<file path="config.mk">
export PLATFORM = sky130hd
export DESIGN_NAME = ula_arbiter
export DESIGN_NICKNAME = d
export VERILOG_FILES = /design/src/rtl/ula_arbiter.sv
export SDC_FILE = /design/constraint.sdc
export NUM_CORES = 1
export LEC_CHECK = 0
export CAP_MARGIN = 25
export CORE_UTILIZATION = 39
export CTS_CLUSTER_DIAMETER = 120
export DETAILED_ROUTE_END_ITERATION = 8
export HOLD_SLACK_MARGIN = 0.15
export PLACE_DENSITY_LB_ADDON = 0.3
export SYNTH_ARGS = -nofsm -noshare
export SYNTH_HDL_FRONTEND = slang
export SYNTH_SLANG_ARGS = --single-unit
</file>
<file path="constraint.sdc">
create_clock -name clk -period 1.9 [get_ports clk]
set_input_delay 0.475 -clock clk [delete_from_list [all_inputs] [get_ports clk]]
set_output_delay 0.475 -clock clk [all_outputs]
set_load 0.005 [all_outputs]
</file>
<file path="src/rtl/ula_arbiter.sv">
// Round-robin arbiter sharing one ALU between the front-panel (port 0) and
// auto-test (port 1) sequencers, with a watchdog bounding the wait for alu_done.
module ula_arbiter #(
  parameter int W       = 3,
  parameter int RW      = 6,
  parameter int TIMEOUT = 16
) (
  input  logic          clk,
  input  logic          reset,
  input  logic          req0_valid,
  input  logic [W-1:0]  req0_a,
  input  logic [W-1:0]  req0_b,
  input  logic [2:0]    req0_op,
  output logic          req0_ready,
  output logic          req0_rsp_valid,
  output logic [RW-1:0] req0_result,
  output logic [2:0]    req0_flags,
  input  logic          req1_valid,
  input  logic [W-1:0]  req1_a,
  input  logic [W-1:0]  req1_b,
  input  logic [2:0]    req1_op,
  output logic          req1_ready,
  output logic          req1_rsp_valid,
  output logic [RW-1:0] req1_result,
  output logic [2:0]    req1_flags,
  output logic          alu_start,
  output logic [W-1:0]  alu_a,
  output logic [W-1:0]  alu_b,
  output logic [2:0]    alu_op,
  input  logic          alu_done,
  input  logic [RW-1:0] alu_result,
  input  logic          alu_zero,
  input  logic          alu_neg,
  input  logic          alu_ovf,
  output logic          busy,
  output logic          grant_id
);

  localparam int WD_W = $clog2(TIMEOUT) + 1;
  localparam logic [WD_W-1:0] WD_LAST = WD_W'(TIMEOUT - 1);

  typedef enum logic [1:0] {S_IDLE, S_ISSUE, S_WAIT, S_RESP} state_t;

  state_t          state;
  logic            last_grant;
  logic            sel;
  logic [WD_W-1:0] wd_cnt;
  logic [RW-1:0]   cap_result;
  logic [2:0]      cap_flags;

  function automatic logic [WD_W-1:0] wd_sat_inc(input logic [WD_W-1:0] v);
    return (&v) ? v : v + WD_W'(1);
  endfunction

  // A lone requester always wins; a tie goes to whoever was not served last.
  always_comb begin
    sel = req1_valid;
    if (req0_valid && req1_valid) sel = ~last_grant;
  end

  assign req0_ready = (state == S_IDLE) && req0_valid && !sel;
  assign req1_ready = (state == S_IDLE) && req1_valid && sel;
  assign busy       = (state != S_IDLE);

  // Watchdog expiry reports a zero result with only the overflow flag set.
  always_comb begin
    cap_result = '0;
    cap_flags  = 3'b100;
    if (alu_done) begin
      cap_result = alu_result;
      cap_flags  = {alu_ovf, alu_neg, alu_zero};
    end
  end

  always_ff @(posedge clk) begin
    if (!reset) begin
      state          <= S_IDLE;
      last_grant     <= 1'b1;
      grant_id       <= 1'b0;
      alu_start      <= 1'b0;
      alu_a          <= '0;
      alu_b          <= '0;
      alu_op         <= '0;
      wd_cnt         <= '0;
      req0_rsp_valid <= 1'b0;
      req0_result    <= '0;
      req0_flags     <= '0;
      req1_rsp_valid <= 1'b0;
      req1_result    <= '0;
      req1_flags     <= '0;
    end else begin
      alu_start      <= 1'b0;
      req0_rsp_valid <= 1'b0;
      req1_rsp_valid <= 1'b0;
      case (state)
        S_IDLE: begin
          if (req0_valid || req1_valid) begin
            alu_a     <= sel ? req1_a  : req0_a;
            alu_b     <= sel ? req1_b  : req0_b;
            alu_op    <= sel ? req1_op : req0_op;
            grant_id  <= sel;
            alu_start <= 1'b1;
            state     <= S_ISSUE;
          end
        end
        S_ISSUE: begin
          wd_cnt <= '0;
          state  <= S_WAIT;
        end
        S_WAIT: begin
          if (alu_done || wd_cnt == WD_LAST) begin
            if (grant_id) begin
              req1_result    <= cap_result;
              req1_flags     <= cap_flags;
              req1_rsp_valid <= 1'b1;
            end else begin
              req0_result    <= cap_result;
              req0_flags     <= cap_flags;
              req0_rsp_valid <= 1'b1;
            end
            state <= S_RESP;
          end else begin
            wd_cnt <= wd_sat_inc(wd_cnt);
          end
        end
        S_RESP: begin
          last_grant <= grant_id;
          state      <= S_IDLE;
        end
        default: state <= S_IDLE;
      endcase
    end
  end

endmodule

</file>
==> reports/qor.yml <==
drc: 0
crit_start: "wd_cnt[0]"
cp.required_ns: 2.06
path_cells: "ha_1, and3_1, ha_1, or4b_4, nand2_1, a311oi_1"
crit_fanout: 4
n_antenna_cell: 0
cts_buffers: 5
drt-pass1-iter-count: 4
fin_crit_ns: 1.83
report.final.slew_viol_count: 0
syn_inst: 191
dr_total_vias: 1673
rr_startpoint: "wd_cnt[0]"
detail_route.wl_per_cell_um: 13.3
cts_tree: "yes"
num_rows: 23
final.period_utilization_pct: 96.4
dieWidth_um: 68.6
worstSetupEndpoint: "wd_cnt[3]"
drive_above_1_share_pct: 15.2
clock-sinks: 39
cp-start-kind: "register"
syn_nets: 230
cp.depth: 6
crit_path_end_kind: "register"
rr_worst_depth: 6
portBuffers: 65
switchingPower_mw: 0.782
worstPathArrival_ns: 1.99
status: "completed"
fmax_ghz: 0.546
tightest_slew_ns: 0.456
layout_commonest_cell: "clkdlybuf4s50_1"
avgSynthCellArea_um2: 9.06
clockRootBuffer: "clkbuf_8"
ys_ff_latch: 39
p_int_mw: 1.92
powerDensity_nw_per_um2: 990
pwr-share-comb_pct: 36.1
vdd.ir_drop.worst_v: 0.000504
initial_core_util_pct: 42.0
ff2ff_setup_slack_ns: 0.07
htree_levels: 2
cp_common_cell: "ha_1"
reg2reg_to: "wd_cnt[3]"
critPathTopFamily: "simple AND/OR/NAND/NOR gates"
insertion_delay_ns: 0.29
synth-seq-area-share_pct: 45.1
drt_first_iter_violations: 46
slew_headroom_pct: 69.6
gp_congestion: 0.776
grt_pass1_wl_um: 6630
ios: 66
critPathKind: "reg2reg"
critPathSlowestCell: "or4b_4"
grt_max_degree: 24
slowest_delay_ns: 0.56
clock_power_share_pct: 26.6
nets: 314
area_growth_pct: 57.4
final.setup.tns_ns: 0
routed_wl_um: 4350
fin_total_pwr_mw: 2.70
cap_violations: 0
routed_via_density: 5.13
syn-cell-area_um2: 1730
cts_buffer_depth: 2
antenna_left: 0
grt_antenna_before_repair: 0
fin_ws_ns: 0.0681
place_ws_ns: -0.458
yosys_warnings: 0
synth_cell_types: 33
overflow: 0
finalHoldViolCount: 0
path_buf_inv: 0
layout_common_cells: "clkdlybuf4s50_1, dfxtp_1, a21oi_1"
dp_hpwl_um: 2990
grt_pass1_vias: 1486
clk_pin_slew_worst_paths_ns: 0.07
grtUsageTotal_pct: 19.8
seqPwrFrac_pct: 37.2
sw_frac_of_total_pct: 29.0
chipHeight_um: 68.6
fillers: 347
dieArea_um2: 4710
finalClockSkew_ns: 0.00145
fp.coreArea_um2: 4120
hold_path_class: "reg2reg"
p_leak_nw: 1.07
final-setup-viol-count: 0
-- through the flow --
step	area, um^2	util, %	std cells	hold WS, ns
floorplan	1730	-	191	0.436
CTS	2720	66.0	326	0.458
detailed placement	2550	62.1	314	0.447
global placement	2550	62.1	314	0.446
finish	2720	66.2	326	0.456
global route	2720	66.2	326	0.473
-- power groups by stage --
| stage | clock network [mW] | logic (mW) | registers [mW] |
|---|---|---|---|
| finish | 0.719 | 0.975 | 1.00 |
| global route | 0.775 | 1.09 | 1.02 |
| floorplan | 0 | 0.426 | 1.03 |
| detailed placement | 0 | 0.914 | 1.02 |
| global placement | 0 | 0.902 | 1.02 |
| CTS | 0.727 | 0.975 | 1.00 |
-- how the worst min path moves through the flow --
stage / slack (ns) / cells after the start / end / startpoint
after floorplan: 0.44 / 2 / last_grant / last_grant
final: 0.46 / 2 / req1_result[3] / req1_result[3]
after global routing: 0.47 / 2 / req1_result[2] / req1_result[2]
after CTS: 0.46 / 2 / req1_result[3] / req1_result[3]
after global placement: 0.45 / 2 / req1_result[5] / req1_result[5]
after detailed placement: 0.45 / 2 / req1_result[3] / req1_result[3]
-- Yosys cell counts --
cell,n,area [um^2]
nand4b_1,9,78.8
nand3_1,13,65.1
o211ai_2,1,12.5
and3_1,1,6.26
nor2b_1,1,6.26
mux2i_1,10,100
or3b_2,1,8.76
o211a_1,2,20.0
clkbuf_1,7,26.3
nor3b_1,1,7.51
nor4b_4,1,23.8
buf_2,5,25.0
a21oi_1,31,155
inv_1,6,22.5
dfxtp_1,39,781
nor2_1,5,18.8
or4b_1,1,10.0
or3b_1,1,8.76
ha_1,7,87.6
o21a_1,2,15.0
a21boi_0,1,7.51
nor3_1,1,5.00
o21ai_0,18,90.1
and2_1,2,12.5
a311oi_1,2,17.5
a21o_1,1,7.51
o31a_1,1,8.76
nand2b_1,3,18.8
nand2_1,14,52.6
and4b_1,1,10.0
buf_4,1,7.51
o21ai_1,1,5.00
a41oi_1,1,8.76
-- logic make-up after synthesis --
logic type	count (synthesis)	share of synthesized area, %
adders and majority gates	7	5.06
muxes	10	5.78
DFF	39	45.1
and+or+nand+nor	55	19.2
AOI/OAI and AO/OA	61	20.1
buffers and inverters	19	4.70
-- layer usage --
layer / routed length [um] / vias up / track usage [%]
met5: 0 / - / 0
met4: 99 / 0 / 9.64
met3: 229 / 9 / 6.74
met2: 2100 / 39 / 32.0
met1: 1910 / 773 / 23.2
li1: - / 852 / -
-- flip-flops by register name, summed over array words and instances, names as in the netlist --
| signal | count |
|---|---|
| req0_rsp_valid | 1 |
| req1_rsp_valid | 1 |
| wd_cnt | 5 |
| req0_flags | 3 |
| last_grant | 1 |
| state | 2 |
| alu_b | 3 |
| req1_result | 6 |
| alu_start | 1 |
| alu_op | 3 |
| req0_result | 6 |
| grant_id | 1 |
| req1_flags | 3 |
| alu_a | 3 |
-- final cells by class --
type / instances / area [um^2] / area share (%)
clock buffers: 6 / 82.6 / 3.03
multi-input cells: 133 / 888 / 32.6
well taps: 50 / 62.6 / 2.30
repair buffers: 90 / 850 / 31.2
inverters: 6 / 22.5 / 0.827
flip-flops and latches: 39 / 783 / 28.8
clock inverters: 2 / 35.0 / 1.29
-- worst register-to-register path, stage by stage (launching register included) --
cell and delay (ns):
dfxtp_1 0.32, ha_1 0.21, and3_1 0.20, ha_1 0.25
or4b_4 0.56, nand2_1 0.09, a311oi_1 0.08
-- repair_timing --
| action | in CTS | in global routing |
|---|---|---|
| gates resized for setup | 11 | 2 |
| setup buffers | 4 | 0 |
| pin swaps | 1 | 1 |
| hold endpoints to repair | 0 | 0 |
| hold buffers | 0 | 0 |
| endpoints found under the setup margin | 5 | 5 |
Power figures use the tool's default switching activity.
